## src/rtl/rissy_pkg.sv

```systemverilog
// ----------------------------------------------------------------------------
// rissy_pkg
// Shared constants and types for the rissy instruction fetch path.
//   DATA_W / REG_ADDR_W      : instruction/address width, register-select width
//   *_MSB / *_LSB            : fixed instruction field positions
//   DEF_TIMEOUT_CYC          : default fetch timeout (used with FETCH_TIMEOUT_EN)
//   fetch_state_t            : fetch controller state encoding
//   pc_misaligned()          : true when a PC cannot address a 16-bit word
// ----------------------------------------------------------------------------
package rissy_pkg;

    localparam int DATA_W     = 16;
    localparam int REG_ADDR_W = 3;

    // Instruction layout: opcode | rd | ra | rb | immediate/function
    localparam int OPC_MSB = 15;
    localparam int OPC_LSB = 12;
    localparam int RD_MSB  = 11;
    localparam int RD_LSB  = 9;
    localparam int RA_MSB  = 8;
    localparam int RA_LSB  = 6;
    localparam int RB_MSB  = 5;
    localparam int RB_LSB  = 3;

    localparam int DEF_TIMEOUT_CYC = 16;

    typedef enum logic [1:0] {
        FS_IDLE = 2'd0,
        FS_REQ  = 2'd1,
        FS_HOLD = 2'd2,
        FS_ERR  = 2'd3
    } fetch_state_t;

    // Instructions are 16-bit words, so an odd byte address is a fault.
    function automatic logic pc_misaligned(input logic [DATA_W-1:0] pc);
        return pc[0];
    endfunction

endpackage

```

## src/rtl/fetch_timeout_ctr.sv

```systemverilog
// ----------------------------------------------------------------------------
// fetch_timeout_ctr
// Counts consecutive cycles a memory request has gone unanswered.
//   clk     : clock, rising edge
//   rst     : asynchronous active-low reset
//   run     : a REQ cycle without mem_ack (count this cycle)
//   clear   : restart the count (ack, flush or leaving REQ)
//   expired : this run cycle is the TIMEOUT_CYC-th unanswered one
// Only instantiated when FETCH_TIMEOUT_EN is defined.
// ----------------------------------------------------------------------------
module fetch_timeout_ctr #(
    parameter int TIMEOUT_CYC = 16
) (
    input  logic clk,
    input  logic rst,
    input  logic run,
    input  logic clear,
    output logic expired
);

    localparam int CNT_W = $clog2(TIMEOUT_CYC + 1);

    logic [CNT_W-1:0] count_reg;

    // count_reg holds the number of unanswered cycles already elapsed, so the
    // current cycle is number count_reg+1; expiry is flagged combinationally
    // so the controller can act at the end of that same cycle.
    assign expired = run && (count_reg == CNT_W'(TIMEOUT_CYC - 1));

    always_ff @(posedge clk or negedge rst) begin
        if (!rst) begin
            count_reg <= '0;
        end else if (clear) begin
            count_reg <= '0;
        end else if (run && !expired) begin
            count_reg <= count_reg + CNT_W'(1);
        end
    end

endmodule

```

## src/rtl/instr_fetch_unit.sv

```systemverilog
// ----------------------------------------------------------------------------
// instr_fetch_unit
// Fetches 16-bit instructions at the PC presented by the register file over a
// req/ack memory handshake and hands them downstream with valid/ready.
//   clk, rst              : clock (rising edge), async active-low reset
//   pc_addr / pc_inc      : PC from register file / one-cycle "advance by 2"
//   mem_req/mem_addr      : instruction memory read request and address
//   mem_ack/mem_rdata     : one-cycle read strobe and instruction word
//   instr/instr_valid     : held instruction and its valid flag
//   instr_ready           : downstream accept
//   ra_add/rb_add/wr_add  : register-select fields of the held instruction
//   flush                 : drop in-flight fetch and held instruction
//   fetch_err             : sticky fault (odd PC, or request timeout)
// Build option: define FETCH_TIMEOUT_EN to abort a request that has waited
// TIMEOUT_CYC cycles without mem_ack. Without it a request waits forever.
// ----------------------------------------------------------------------------
module instr_fetch_unit #(
    parameter int DATA_W      = rissy_pkg::DATA_W,
    parameter int REG_ADDR_W  = rissy_pkg::REG_ADDR_W
`ifdef FETCH_TIMEOUT_EN
    ,
    parameter int TIMEOUT_CYC = rissy_pkg::DEF_TIMEOUT_CYC
`endif
) (
    input  logic                  clk,
    input  logic                  rst,
    input  logic [DATA_W-1:0]     pc_addr,
    output logic                  pc_inc,
    output logic                  mem_req,
    output logic [DATA_W-1:0]     mem_addr,
    input  logic                  mem_ack,
    input  logic [DATA_W-1:0]     mem_rdata,
    output logic [DATA_W-1:0]     instr,
    output logic                  instr_valid,
    input  logic                  instr_ready,
    output logic [REG_ADDR_W-1:0] ra_add,
    output logic [REG_ADDR_W-1:0] rb_add,
    output logic [REG_ADDR_W-1:0] wr_add,
    input  logic                  flush,
    output logic                  fetch_err
);

    import rissy_pkg::*;

    fetch_state_t state_reg;
    logic         timeout_expired;

`ifdef FETCH_TIMEOUT_EN
    logic tmo_run;
    logic tmo_clear;

    // Any ack ends the wait, so an ack in the expiry cycle still completes.
    assign tmo_run   = (state_reg == FS_REQ) && !mem_ack;
    assign tmo_clear = flush || (state_reg != FS_REQ) || mem_ack;

    fetch_timeout_ctr #(
        .TIMEOUT_CYC (TIMEOUT_CYC)
    ) u_timeout (
        .clk     (clk),
        .rst     (rst),
        .run     (tmo_run),
        .clear   (tmo_clear),
        .expired (timeout_expired)
    );
`else
    assign timeout_expired = 1'b0;
`endif

    always_ff @(posedge clk or negedge rst) begin
        if (!rst) begin
            state_reg   <= FS_IDLE;
            pc_inc      <= 1'b0;
            mem_req     <= 1'b0;
            mem_addr    <= '0;
            instr       <= '0;
            instr_valid <= 1'b0;
            ra_add      <= '0;
            rb_add      <= '0;
            wr_add      <= '0;
            fetch_err   <= 1'b0;
        end else begin
            // pc_inc is only ever raised for the single cycle after an ack.
            pc_inc <= 1'b0;

            if (flush) begin
                // Any ack arriving with flush is discarded here.
                state_reg   <= FS_IDLE;
                mem_req     <= 1'b0;
                instr_valid <= 1'b0;
                fetch_err   <= 1'b0;
            end else begin
                case (state_reg)
                    FS_IDLE: begin
                        // Address is captured even on a fault so the
                        // offending PC is visible on mem_addr.
                        mem_addr <= pc_addr;
                        if (pc_misaligned(pc_addr)) begin
                            state_reg <= FS_ERR;
                            fetch_err <= 1'b1;
                        end else begin
                            state_reg <= FS_REQ;
                            mem_req   <= 1'b1;
                        end
                    end

                    FS_REQ: begin
                        if (mem_ack) begin
                            state_reg   <= FS_HOLD;
                            mem_req     <= 1'b0;
                            instr       <= mem_rdata;
                            instr_valid <= 1'b1;
                            wr_add      <= mem_rdata[RD_MSB:RD_LSB];
                            ra_add      <= mem_rdata[RA_MSB:RA_LSB];
                            rb_add      <= mem_rdata[RB_MSB:RB_LSB];
                            pc_inc      <= 1'b1;
                        end else if (timeout_expired) begin
                            state_reg <= FS_ERR;
                            mem_req   <= 1'b0;
                            fetch_err <= 1'b1;
                        end
                    end

                    FS_HOLD: begin
                        // instr_valid is always set in HOLD, so ready alone
                        // completes the transfer; the next fetch starts at
                        // the same edge using the (already advanced) PC.
                        if (instr_ready) begin
                            instr_valid <= 1'b0;
                            mem_addr    <= pc_addr;
                            if (pc_misaligned(pc_addr)) begin
                                state_reg <= FS_ERR;
                                fetch_err <= 1'b1;
                            end else begin
                                state_reg <= FS_REQ;
                                mem_req   <= 1'b1;
                            end
                        end
                    end

                    FS_ERR: begin
                        // Parked until flush or reset; mem_ack is ignored.
                        mem_req     <= 1'b0;
                        instr_valid <= 1'b0;
                        fetch_err   <= 1'b1;
                    end

                    default: begin
                        state_reg <= FS_IDLE;
                        mem_req   <= 1'b0;
                    end
                endcase
            end
        end
    end

endmodule

```

## config.mk

```make
export PLATFORM = sky130hd
export DESIGN_NAME = instr_fetch_unit
export DESIGN_NICKNAME = d
export VERILOG_FILES = /design/src/rtl/rissy_pkg.sv /design/src/rtl/fetch_timeout_ctr.sv /design/src/rtl/instr_fetch_unit.sv
export SDC_FILE = /design/constraint.sdc
export NUM_CORES = 1
export LEC_CHECK = 0
export CORE_MARGIN = 3
export CORE_UTILIZATION = 40
export CTS_CLUSTER_DIAMETER = 120
export DETAILED_ROUTE_END_ITERATION = 8
export PLACE_DENSITY = 0.79
export SYNTH_ARGS = -nofsm -noshare
export SYNTH_HDL_FRONTEND = slang
export SYNTH_HIERARCHICAL = 1
export SYNTH_SLANG_ARGS = --single-unit
export TNS_END_PERCENT = 30
```

## constraint.sdc

```tcl
create_clock -name clk -period 3.8 [get_ports clk]
set_input_delay 0.76 -clock clk [delete_from_list [all_inputs] [get_ports clk]]
set_output_delay 0.76 -clock clk [all_outputs]
set_load 0.02 [all_outputs]
```

# Yosys cells after proc, flatten, opt, wreduce, memory -nomap -nowiden
# Index checks and enable logic that the tools add are counted.
totals:
  reg_bits: 47
  latch_bits: 0
  ramBits: 0
  mem_bits_ro: 0
  in_bits: 37
  out_inout_bits: 45
  word_cells: 51
  n_memories: 0
classes:
  add_sub_neg: 0
  multipliers: 0
  n_div: 0
  order_cmp: 0
  eq_ne: 7
  n_shift: 0
  muxes: 23
  n_bitwise: 1
  reduce_logical: 10
ops:
  columns: ["cell", "count"]
  rows:
  - ["case mux 16 bit (2 select lines)", 1]
  - ["2-to-1 mux 16 bit", 1]
  - ["2-to-1 mux 1 bit", 13]
  - ["AND reduction 3 bit", 4]
  - ["2-to-1 mux 2 bit", 4]
  - ["nonzero test 4 bit", 2]
  - ["inequality test 3 bit, second input constant", 2]
  - ["case mux 1 bit (3 select lines)", 2]
  - ["case mux 2 bit (3 select lines)", 1]
  - ["equality test 2 bit, second input constant", 2]
  - ["inequality test 2 bit, second input constant", 2]
  - ["case mux 1 bit (4 select lines)", 1]
  - ["AND reduction 2 bit", 2]
  - ["equality test 2 x 1 -> 1 bit, second input constant", 1]
  - ["zero test 2 bit", 1]
  - ["nonzero test 2 bit", 1]
  - ["NOT 1 bit", 1]

# Depth between registers and ports, before layout
depth:
  depth_word: 4
  depth_mapped: 6
  depth_no_buf: 5

# Least setup slack after synthesis
# Ideal clock, no wire load.
synth_path:
  path_kind: "input to register"
  startpoint: "in instr_ready"
  endpoint: "reg mem_addr[10]"
  setup_time_ns: 0.125
  arrival_time_ns: 1.495
  required_ns: 3.675
  path_slack_ns: 2.180
  path_stages: 4
  n_path_buf: 1
  cell_sequence: "nand2b_4 nand3_4 buf_6 mux2_4"
synth_via:
  elab_chain_cells: 2
synth_lines:
  columns: ["item", "line", "source"]
  rows:
  - ["start, declared", "instr_fetch_unit.sv:35", "input logic instr_ready,"]
  - ["inequality test 2 bit (no source line)", null, null]
  - ["AND reduction 3 bit (no source line)", null, null]
  - ["end signal, assigned", "instr_fetch_unit.sv:96", "mem_addr <= pc_addr;"]
  - ["end signal, assigned", "instr_fetch_unit.sv:129", "mem_addr <= pc_addr;"]
  - ["end, declared", "instr_fetch_unit.sv:30", "output logic [DATA_W-1:0] mem_addr,"]
# No other way between the ends.
# A chain may end at the register's enable or synchronous reset.

==> results_dict.tcl <==
set metrics [dict create \
    cts_resized 0 \
    power_uw 2335 \
    worstPathRequired_ns 3.04 \
    core_sq_um 4086 \
    p_int_uw 1493 \
    io_pins 82 \
    cp_top_family "buffers and inverters" \
    p_clk_share_pct 13.9 \
    place_hpwl_um 2911 \
    synth.avg_cell_area_sq_um 14.93 \
    synthCells 116 \
    syn_nets 157 \
    die_area_sq_um 5155 \
    post_cts_buffers 0 \
    port_buffers 81 \
    routedWlPerCell_um 15.98 \
    initial_core_util_pct 42.38 \
    netlist_area_sq_um 1732 \
    wl_met3_um 249 \
    grt_max_degree 39 \
    finalSetupViolations 0 \
    cts_sinks 38 \
    cts.path.max_buffers 2 \
    vias 1190 \
    fin_cells 243 \
    route.layer.met1.wl_um 1595 \
    synth_cell_types 26 \
    grt_overflow 0 \
    p_leak_uw 0.001164 \
    ys_ff_latch 38 \
    num_rows 23 \
    slowest_stage "clkdlybuf4s50_1" \
    yosysWarnings 6 \
    cp_data_arrival_time_ns 1.29 \
    power.density_nw_per_um2 894.0 \
    finalWorstSetupSlack_ns 1.747 \
    diodes 0 \
    cts_hold_buf 0 \
    slew_headroom_pct 44.73 \
    die-height_um 71.80 \
    post-synth-top-area-cell "dfrtp_1" \
    crit_type "reg2out" \
    hold_violations 0 \
    multi_input_area_sq_um 666.9 \
    period_share_pct 54.03 \
    hold_start "mem_addr[5]" \
    grt_pass1_vias 1258 \
    skew_ns 0.005141 \
    fin_tns_setup_ns 0 \
    post-route-min-period_ns 2.053 \
    crit_chain "clkdlybuf4s50_1" \
    cts_made_buffers 5 \
    report.final.slew_viol_count 0 \
    crit_buf_inv 1 \
    max-vdd-ir-drop_v 0.0004740 \
    die_x_um 71.80 \
    tightest_slew_ns 0.8290 \
    drtIter0Drc 50 \
    status "finished clean" \
    synth.top_cell.area_share_pct 54.91 \
    p_comb_share_pct 54.9 \
    clk_pin_slew_ns 0.07 \
    endpoint_kind "primary output" \
    antenna_found_initial 0 \
    hold_path.class "reg2reg" \
    totalWireLength_um 3882 \
    fin_nets 233 \
    track_usage_pct 16.37 \
    clkLatencyLatePin_ns 0.28 \
    path_max_fanout 3 \
    drt_first_pass_iters 4 \
    netSwitchingPower_uw 841.3 \
    p_sw_share_pct 36.04 \
    drv_cap 0 \
    dp_cells 235 \
    tritoncts "built" \
    dpl_worst_slack_ns 1.562 \
    rsz0062_at_grt "false" \
    grt_pass1_wl_um 6430 \
    yosysSeqAreaShare_pct 54.91 \
    drcViolationCount 0 \
    r2r_start "state_reg[0]" \
    p_seq_share_pct 31.1 \
    globalplace.congestion 0.9524 \
    htreeDepth 2 \
    antenna_left 0 \
    root_buffer "clkbuf_8" \
    vias_per_cell 4.897 \
    cp-start-kind "register" \
    dr_wl_met2_um 1982 \
    max_stage_delay_ns 0.63 \
    seq_area_sq_um 950.9 \
    synthTopCellsByArea "dfrtp_1, mux2_4, mux2_2" \
    area_growth_syn_to_layout_pct 50.79 \
    drive_gt1_share_pct 23.32 \
    startpoint "instr[8]" \
    fillCellCount 303 \
    maxUsedRoutingLayer "met4" \
    max_freq_mhz 487.1 \
]
==> cell usage after synthesis <==
cell / n
nand3_4: 2
buf_2: 1
nand2_1: 1
inv_1: 4
nand2b_1: 2
buf_6: 2
o21ai_0: 2
buf_4: 9
nand2b_4: 1
o311ai_1: 1
mux2i_1: 1
mux2_4: 18
a21oi_1: 3
ha_1: 4
dfrtp_1: 38
o211ai_1: 1
nor4_1: 3
nor4b_1: 1
nor2_1: 3
o21ba_2: 1
o221a_2: 1
a32o_1: 1
and2b_1: 1
or2_2: 1
inv_2: 1
mux2_2: 13
==> stage by stage <==
| stage | area (sq um) | util (%) | hold WS [ns] |
|---|---|---|---|
| 3_5_place_dp | 2505 | 61.30 | 0.4911 |
| 2_1_floorplan | 1732 | - | 0.4644 |
| 4_1_cts | 2611 | 63.90 | 0.5111 |
| 3_3_place_gp | 2505 | 61.30 | 0.4877 |
| 5_1_grt | 2611 | 63.90 | 0.5270 |
| 6_report | 2611 | 63.90 | 0.5104 |
==> power by group through the flow <==
stage | registers [uW] | clock network (uW) | logic [uW]
3_5_place_dp | 731 | 0 | 1290
3_3_place_gp | 719 | 0 | 1260
6_report | 727 | 325 | 1280
4_1_cts | 728 | 340 | 1300
5_1_grt | 752 | 361 | 1350
2_1_floorplan | 943 | 0 | 550
==> placed cells by master, fill, tap and decap left out, types with 3 or more instances in the layout <==
cell	netlist	final
mux2_2	13	13
nor4_1	3	3
nor2_1	3	3
dfrtp_1	38	38
clkbuf_8	0	5
ha_1	4	4
clkdlybuf4s50_1	0	80
a21oi_1	3	3
inv_1	4	4
mux2_4	18	18
==> path summary, 6_finish.rpt <==
kind / end / slack [ns] / cells past startpoint
setup / recovery: ra_add[2] / 1.75 / 1
hold / removal: mem_addr[5] / 0.51 / 1
setup reg to reg: mem_addr[7] / 1.95 / 5
hold reg to reg: mem_addr[5] / 0.51 / 1
max in group asynchronous: mem_req / 2.71 / 1
min in group asynchronous: instr[12] / 0.57 / 1
==> layout make-up <==
class / count / area share, %
Clock inverter: 1 / 1.150
Tap cell: 50 / 2.396
Timing Repair Buffer: 81 / 30.86
Multi-Input combinational cell: 61 / 25.54
Clock buffer: 7 / 2.923
Sequential cell: 38 / 36.42
Inverter: 5 / 0.7187
==> cells by family after synthesis <==
kind of cell,after synthesis,synth area share [%]
simple gates,15,6.792
fa+ha+maj,4,2.890
buf+inv,17,6.574
mux,32,24.64
compound gates,10,4.191
flops,38,54.91
==> layer usage <==
metal,GRT usage [%],up-vias
met5,0,-
met4,6.889,0
met3,4.067,4
met2,27.45,58
met1,20.04,581
li1,-,547
(Power assumes the default switching activity.)
